## config.mk

```make
export PLATFORM = sky130hd
export DESIGN_NAME = alu_seq
export DESIGN_NICKNAME = d
export VERILOG_FILES = /design/src/rtl/alu_seq.sv
export SDC_FILE = /design/constraint.sdc
export NUM_CORES = 1
export LEC_CHECK = 0
export CORE_MARGIN = 4
export CORE_UTILIZATION = 57
export DETAILED_ROUTE_END_ITERATION = 10
export GPL_TIMING_DRIVEN = 0
export HOLD_SLACK_MARGIN = 0.08
export PLACE_DENSITY_LB_ADDON = 0.2
export SLEW_MARGIN = 20
export SYNTH_ARGS = -nofsm -noshare
export SYNTH_HDL_FRONTEND = slang
export SYNTH_SLANG_ARGS = --single-unit
```

## constraint.sdc

```tcl
create_clock -name clk -period 4.2 [get_ports clk]
set_input_delay 0.84 -clock clk [delete_from_list [all_inputs] [get_ports clk]]
set_output_delay 0.84 -clock clk [all_outputs]
set_load 0.03 [all_outputs]
```

## src/rtl/alu_seq.sv

```systemverilog
`default_nettype none
`timescale 1ns / 1ps
// ============================================================================
// Module   : alu_seq
// Purpose  : Multi-cycle ALU with busy/done handshake; serial shifts and
//            shift-add multiply, registered result and C/Z/V/N flags.
// Revision : 1.0  initial release
// ============================================================================
module alu_seq #(
    parameter int WIDTH = 8
) (
    input  logic             clk,
    input  logic             rst_n,
    input  logic             start,
    input  logic [3:0]       op,
    input  logic [WIDTH-1:0] a,
    input  logic [WIDTH-1:0] b,
    input  logic             carryin,
    input  logic             oe,
    output logic             busy,
    output logic             done,
    output logic [WIDTH-1:0] aluout,
    output logic             flag_c,
    output logic             flag_z,
    output logic             flag_v,
    output logic             flag_n
);

    localparam int CNT_W = $clog2(WIDTH) + 1;
    localparam logic [CNT_W-1:0] c_WIDTH_CNT = CNT_W'(WIDTH);
    localparam logic [CNT_W-1:0] c_ONE_CNT   = CNT_W'(1);

    localparam logic [3:0] c_OP_ADD = 4'd0;
    localparam logic [3:0] c_OP_ADC = 4'd1;
    localparam logic [3:0] c_OP_SUB = 4'd2;
    localparam logic [3:0] c_OP_SBC = 4'd3;
    localparam logic [3:0] c_OP_AND = 4'd4;
    localparam logic [3:0] c_OP_OR  = 4'd5;
    localparam logic [3:0] c_OP_XOR = 4'd6;
    localparam logic [3:0] c_OP_NOT = 4'd7;
    localparam logic [3:0] c_OP_SHL = 4'd8;
    localparam logic [3:0] c_OP_SHR = 4'd9;
    localparam logic [3:0] c_OP_ASR = 4'd10;
    localparam logic [3:0] c_OP_MUL = 4'd11;
    localparam logic [3:0] c_OP_CMP = 4'd12;

    typedef enum logic [0:0] {
        S_IDLE = 1'b0,
        S_RUN  = 1'b1
    } state_t;

    state_t                 r_state, w_state_nxt;
    logic [3:0]             r_op, w_op_nxt;
    logic [WIDTH-1:0]       r_acc, w_acc_nxt;
    logic [2*WIDTH-1:0]     r_mcand, w_mcand_nxt;
    logic [WIDTH-1:0]       r_mplier, w_mplier_nxt;
    logic [2*WIDTH-1:0]     r_prod, w_prod_nxt;
    logic [CNT_W-1:0]       r_cnt, w_cnt_nxt;
    logic [WIDTH-1:0]       r_result, w_result_nxt;
    logic                   r_fc, r_fz, r_fv, r_fn;
    logic                   w_fc_nxt, w_fz_nxt, w_fv_nxt, w_fn_nxt;
    logic                   r_busy, w_busy_nxt;
    logic                   r_done, w_done_nxt;

    logic                   w_is_run;
    logic [CNT_W-1:0]       w_shamt_raw;
    logic [CNT_W-1:0]       w_shamt;
    logic [WIDTH-1:0]       w_bb;
    logic                   w_cin;
    logic [WIDTH:0]         w_sum;
    logic                   w_add_v;
    logic [WIDTH-1:0]       w_logic;
    logic [3:0]             w_op_cur;
    logic [WIDTH-1:0]       w_sh_src;
    logic [WIDTH-1:0]       w_sh_val;
    logic                   w_sh_out;
    logic [2*WIDTH-1:0]     w_mc_src;
    logic [WIDTH-1:0]       w_mp_src;
    logic [2*WIDTH-1:0]     w_pr_src;
    logic [2*WIDTH-1:0]     w_pr_step;

    assign w_is_run    = (r_state == S_RUN);
    assign w_shamt_raw = b[CNT_W-1:0];
    assign w_shamt     = (w_shamt_raw > c_WIDTH_CNT) ? c_WIDTH_CNT : w_shamt_raw;

    // Subtraction is a + ~b + cin so C reads as "no borrow".
    always_comb begin
        w_bb  = b;
        w_cin = 1'b0;
        case (op)
            c_OP_ADC: w_cin = carryin;
            c_OP_SUB,
            c_OP_CMP: begin
                w_bb  = ~b;
                w_cin = 1'b1;
            end
            c_OP_SBC: begin
                w_bb  = ~b;
                w_cin = carryin;
            end
            default: ;
        endcase
    end

    assign w_sum   = {1'b0, a} + {1'b0, w_bb} + {{WIDTH{1'b0}}, w_cin};
    assign w_add_v = (a[WIDTH-1] == w_bb[WIDTH-1]) && (w_sum[WIDTH-1] != a[WIDTH-1]);

    always_comb begin
        case (op)
            c_OP_AND: w_logic = a & b;
            c_OP_OR:  w_logic = a | b;
            c_OP_XOR: w_logic = a ^ b;
            default:  w_logic = ~a;
        endcase
    end

    // One shift / multiply step, fed from the ports at issue and from the
    // working registers while running, so both phases share one datapath.
    assign w_op_cur = w_is_run ? r_op : op;
    assign w_sh_src = w_is_run ? r_acc : a;

    always_comb begin
        case (w_op_cur)
            c_OP_SHL: begin
                w_sh_val = {w_sh_src[WIDTH-2:0], 1'b0};
                w_sh_out = w_sh_src[WIDTH-1];
            end
            c_OP_SHR: begin
                w_sh_val = {1'b0, w_sh_src[WIDTH-1:1]};
                w_sh_out = w_sh_src[0];
            end
            default: begin
                w_sh_val = {w_sh_src[WIDTH-1], w_sh_src[WIDTH-1:1]};
                w_sh_out = w_sh_src[0];
            end
        endcase
    end

    assign w_mc_src  = w_is_run ? r_mcand  : {{WIDTH{1'b0}}, a};
    assign w_mp_src  = w_is_run ? r_mplier : b;
    assign w_pr_src  = w_is_run ? r_prod   : '0;
    assign w_pr_step = w_pr_src + (w_mp_src[0] ? w_mc_src : '0);

    always_comb begin
        w_state_nxt  = r_state;
        w_op_nxt     = r_op;
        w_acc_nxt    = r_acc;
        w_mcand_nxt  = r_mcand;
        w_mplier_nxt = r_mplier;
        w_prod_nxt   = r_prod;
        w_cnt_nxt    = r_cnt;
        w_result_nxt = r_result;
        w_fc_nxt     = r_fc;
        w_fz_nxt     = r_fz;
        w_fv_nxt     = r_fv;
        w_fn_nxt     = r_fn;
        w_busy_nxt   = r_busy;
        w_done_nxt   = 1'b0;

        case (r_state)
            S_IDLE: begin
                w_busy_nxt = 1'b0;
                if (start) begin
                    w_op_nxt = op;
                    case (op)
                        c_OP_ADD, c_OP_ADC, c_OP_SUB, c_OP_SBC, c_OP_CMP: begin
                            if (op != c_OP_CMP) begin
                                w_result_nxt = w_sum[WIDTH-1:0];
                            end
                            w_fc_nxt   = w_sum[WIDTH];
                            w_fz_nxt   = (w_sum[WIDTH-1:0] == '0);
                            w_fv_nxt   = w_add_v;
                            w_fn_nxt   = w_sum[WIDTH-1];
                            w_done_nxt = 1'b1;
                        end
                        c_OP_AND, c_OP_OR, c_OP_XOR, c_OP_NOT: begin
                            w_result_nxt = w_logic;
                            w_fz_nxt     = (w_logic == '0);
                            w_fv_nxt     = 1'b0;
                            w_fn_nxt     = w_logic[WIDTH-1];
                            w_done_nxt   = 1'b1;
                        end
                        c_OP_SHL, c_OP_SHR, c_OP_ASR: begin
                            if (w_shamt == '0) begin
                                w_result_nxt = a;
                                w_fz_nxt     = (a == '0);
                                w_fv_nxt     = 1'b0;
                                w_fn_nxt     = a[WIDTH-1];
                                w_done_nxt   = 1'b1;
                            end else if (w_shamt == c_ONE_CNT) begin
                                w_result_nxt = w_sh_val;
                                w_fc_nxt     = w_sh_out;
                                w_fz_nxt     = (w_sh_val == '0);
                                w_fv_nxt     = 1'b0;
                                w_fn_nxt     = w_sh_val[WIDTH-1];
                                w_done_nxt   = 1'b1;
                            end else begin
                                w_acc_nxt   = w_sh_val;
                                w_cnt_nxt   = w_shamt - c_ONE_CNT;
                                w_busy_nxt  = 1'b1;
                                w_state_nxt = S_RUN;
                            end
                        end
                        c_OP_MUL: begin
                            w_prod_nxt   = w_pr_step;
                            w_mcand_nxt  = w_mc_src << 1;
                            w_mplier_nxt = w_mp_src >> 1;
                            w_cnt_nxt    = c_WIDTH_CNT - c_ONE_CNT;
                            w_busy_nxt   = 1'b1;
                            w_state_nxt  = S_RUN;
                        end
                        default: w_done_nxt = 1'b1;
                    endcase
                end
            end

            S_RUN: begin
                if (r_op == c_OP_MUL) begin
                    w_prod_nxt   = w_pr_step;
                    w_mcand_nxt  = w_mc_src << 1;
                    w_mplier_nxt = w_mp_src >> 1;
                end else begin
                    w_acc_nxt = w_sh_val;
                end

                if (r_cnt == c_ONE_CNT) begin
                    w_state_nxt = S_IDLE;
                    w_busy_nxt  = 1'b0;
                    w_done_nxt  = 1'b1;
                    w_cnt_nxt   = '0;
                    w_fv_nxt    = 1'b0;
                    if (r_op == c_OP_MUL) begin
                        w_result_nxt = w_pr_step[WIDTH-1:0];
                        w_fc_nxt     = |w_pr_step[2*WIDTH-1:WIDTH];
                        w_fz_nxt     = (w_pr_step[WIDTH-1:0] == '0);
                        w_fn_nxt     = w_pr_step[WIDTH-1];
                    end else begin
                        w_result_nxt = w_sh_val;
                        w_fc_nxt     = w_sh_out;
                        w_fz_nxt     = (w_sh_val == '0);
                        w_fn_nxt     = w_sh_val[WIDTH-1];
                    end
                end else begin
                    w_cnt_nxt = r_cnt - c_ONE_CNT;
                end
            end

            default: w_state_nxt = S_IDLE;
        endcase
    end

    always_ff @(posedge clk or negedge rst_n) begin
        if (!rst_n) begin
            r_state  <= S_IDLE;
            r_op     <= '0;
            r_acc    <= '0;
            r_mcand  <= '0;
            r_mplier <= '0;
            r_prod   <= '0;
            r_cnt    <= '0;
            r_result <= '0;
            r_fc     <= 1'b0;
            r_fz     <= 1'b0;
            r_fv     <= 1'b0;
            r_fn     <= 1'b0;
            r_busy   <= 1'b0;
            r_done   <= 1'b0;
        end else begin
            r_state  <= w_state_nxt;
            r_op     <= w_op_nxt;
            r_acc    <= w_acc_nxt;
            r_mcand  <= w_mcand_nxt;
            r_mplier <= w_mplier_nxt;
            r_prod   <= w_prod_nxt;
            r_cnt    <= w_cnt_nxt;
            r_result <= w_result_nxt;
            r_fc     <= w_fc_nxt;
            r_fz     <= w_fz_nxt;
            r_fv     <= w_fv_nxt;
            r_fn     <= w_fn_nxt;
            r_busy   <= w_busy_nxt;
            r_done   <= w_done_nxt;
        end
    end

    assign busy   = r_busy;
    assign done   = r_done;
    assign aluout = oe ? r_result : '0;
    assign flag_c = r_fc;
    assign flag_z = r_fz;
    assign flag_v = r_fv;
    assign flag_n = r_fn;

endmodule
`default_nettype wire

```

==> results.sh <==
export IMPL_power_mw=4.08
export IMPL_vdd_drop_max_uv=283
export IMPL_yosysWarnings=0
export IMPL_power_switching_mw=1.86
export IMPL_die_x_um=110
export IMPL_p_int_mw=2.22
export IMPL_clk_path_buf_depth=2
export IMPL_routed_wl_um=18400
export IMPL_syn_area_um2=5970
export IMPL_clock_root_buffer="clkbuf_8"
export IMPL_startpoint_type="primary input"
export IMPL_core_area_um2=10300
export IMPL_max_freq_mhz=248
export IMPL_layout_nets=843
export IMPL_grt_pass1_vias=5513
export IMPL_post_route_period_util_pct=95.9
export IMPL_critical_path_class="in2reg"
export IMPL_post_dp_cell_area_um2=6510
export IMPL_nFillCells=923
export IMPL_io_pins=39
export IMPL_fin_hold_ws_ns=0.408
export IMPL_worstRegToRegCells=16
export IMPL_dr_pass1_iters=5
export IMPL_finalMaxSlewViolations=0
export IMPL_timing_rr_end="flag_c"
export IMPL_finalInstanceArea_um2=6810
export IMPL_cts_tree="done"
export IMPL_cts_buffers=9
export IMPL_clockPowerShare_pct=13.9
export IMPL_clock_latency_ns=0.36
export IMPL_power_share_combinational_pct=55.8
export IMPL_tightest_slew_ns=0.877
export IMPL_dp_slack_ns=-0.799
export IMPL_hold_viol=0
export IMPL_place_congestion=0.940
export IMPL_power_leakage_nw=3.12
export IMPL_ys_seq_area_share_pct=28.9
export IMPL_rows=37
export IMPL_dieArea_um2=12200
export IMPL_rsz0062_at_grt="true"
export IMPL_numClockSinks=69
export IMPL_end_kind="flop"
export IMPL_dp_cells=896
export IMPL_area_delta_synth_final_pct=14.1
export IMPL_post_route_drc_count=0
export IMPL_antenna_found_initial=0
export IMPL_die_height_um=110
export IMPL_ys_ff_latch=69
export IMPL_p_seq_share_pct=30.3
export IMPL_synth_edff_count=0
export IMPL_swShare_pct=45.6
export IMPL_netlist_top_cells_area="dfrtp_1 29%, ha_1 9.0%, nand2_1 6.8%, o21ai_0 5.2%, a21oi_1 4.7%"
export IMPL_stdcell_count=912
export IMPL_layout_setup_ws_ns=0.173
export IMPL_drive_above_1_share_pct=10.6
export IMPL_antenna_left=0
export IMPL_yosysMostFrequentCell="nand2_1"
export IMPL_drt_iter0_drc=501
export IMPL_wl_per_cell_um=20.2
export IMPL_clk_pin_slew_worst_paths_ns=0.08
export IMPL_ys_flop_type="dfrtp_1"
export IMPL_r2r_start="r_state"
export IMPL_globalRouteTotalUtil_pct=31.5
export IMPL_setup_tns_ns=0
export IMPL_arrival_ns=4.25
export IMPL_synth_top_area_share_pct=28.9
export IMPL_final_util_pct=66.3
export IMPL_async_flop_share_pct=100
export IMPL_grt_pass1_wl_um=29200
export IMPL_reg2reg_setup_slack_ns=0.18
export IMPL_dp_hpwl_um=14300
export IMPL_cts_htree_levels=3
export IMPL_outcome="finished, final reports clean"
export IMPL_portBuffers=35
export IMPL_path_max_fanout=9
export IMPL_via_count=5851
export IMPL_synth_cells=724
export IMPL_grt_overflow_total=0
export IMPL_fin_skew_ns=0.0126
export IMPL_vias_per_cell=6.42
export IMPL_holdCritPathClass="in2async"
export IMPL_synth_fp_nets=795
export IMPL_avgSynthCellArea_um2=8.25
export IMPL_start_util_pct=58.1
export IMPL_n_antenna_cell=0
export IMPL_yosysUniqueCellTypes=76
export IMPL_synth_largest_area_cell="dfrtp_1"
export IMPL_synth_common_cells="108 x nand2_1, 69 x dfrtp_1, 62 x o21ai_0"
export IMPL_max_cap_viol_count=0
export IMPL_required_ns=4.42
export IMPL_setup_violations_final=0
export IMPL_p_per_area_nw_per_um2=598
export IMPL_maxSlewHeadroom_pct=41.0
export IMPL_period_needed_ns=4.03
export IMPL_grt_max_degree=41
==> flip-flops by register name, indices dropped and copies added, names as in the netlist <==
name,cells
r_op,4
flag_v,1
r_result,8
flag_z,1
r_acc,8
done,1
flag_n,1
r_mcand,15
r_cnt,4
r_prod,16
r_state,1
r_mplier,7
busy,1
flag_c,1
==> area by class of cell <==
class	count	area (um^2)	area share, %
clock inverters	1	30.0	0.441
clock buffers	14	163	2.39
flip-flops and latches	69	1730	25.3
well taps	136	170	2.50
inverters	39	148	2.17
repair buffers	39	405	5.95
plain buffers	36	181	2.66
multi-input cells	578	3990	58.5
==> cells in the final DEF, fill, tap and decap left out, drive strengths merged, types with 23 or more instances in the layout <==
cell,synthesis,final
clkdlybuf4s50,0,28
nor2,35,35
nand3,23,23
nand2,108,108
clkbuf,23,39
inv,38,38
a21oi,56,56
ha,43,43
and2,27,27
o21ai,64,64
dfrtp,69,69
==> worst max path at each step <==
stage,end,slack [ns],startpoint,cells past startpoint
6_report,flag_c,0.17,a[4],13
2_1_floorplan,r_result[6],0.13,op[0],17
4_1_cts,r_result[6],0.002,op[1],17
5_1_grt,flag_c,-0.11,r_state,16
3_5_place_dp,r_result[6],-0.80,op[1],18
3_3_place_gp,r_result[6],-0.65,op[1],18
==> power by group through the flow <==
stage | logic (mW) | clock network [mW] | registers [mW]
after floorplan | 1.53 | 0 | 1.20
after global placement | 2.11 | 0 | 1.22
after detailed placement | 2.18 | 0 | 1.24
after CTS | 2.21 | 0.561 | 1.23
after global routing | 2.49 | 0.600 | 1.27
final | 2.28 | 0.565 | 1.23
==> timing repair <==
item                       CTS  global route
setup endpoints to repair    8             5
pin swaps                    1             4
resized for setup           14            23
buffers inserted             0             3
hold buffers                 0             0
==> per-layer routing <==
| metal | vias to the layer above | global-route usage, % | wire [um] |
|---|---|---|---|
| met1 | 2793 | 40.8 | 7510 |
| met4 | 0 | 12.6 | 644 |
| met5 | - | 0 | 0 |
| met2 | 275 | 51.8 | 8790 |
| met3 | 60 | 6.41 | 1440 |
| li1 | 2723 | - | - |
==> critical path, cell delays in order <==
cell	delay, ns
clkdlybuf4s50_1	0.74
inv_1	0.24
o31ai_1	0.31
ha_1	0.33
nand3_1	0.11
o2111ai_1	0.22
o21ai_2	0.27
a2111oi_0	0.14
a311oi_1	0.31
buf_4	0.18
nand2_1	0.06
o41ai_2	0.35
a31oi_1	0.12
==> logic make-up after synthesis <==
| kind of cell | count (synthesis) | share of synthesized area, % |
|---|---|---|
| xor gates and xnor gates | 22 | 3.23 |
| muxes | 37 | 7.56 |
| buffers and inverters | 77 | 5.22 |
| DFF | 69 | 28.9 |
| adders and majority gates | 46 | 10.0 |
| and+or+nand+nor | 258 | 21.8 |
| AOI/OAI and AO/OA | 215 | 23.3 |
Power figures use the tool's default switching activity.
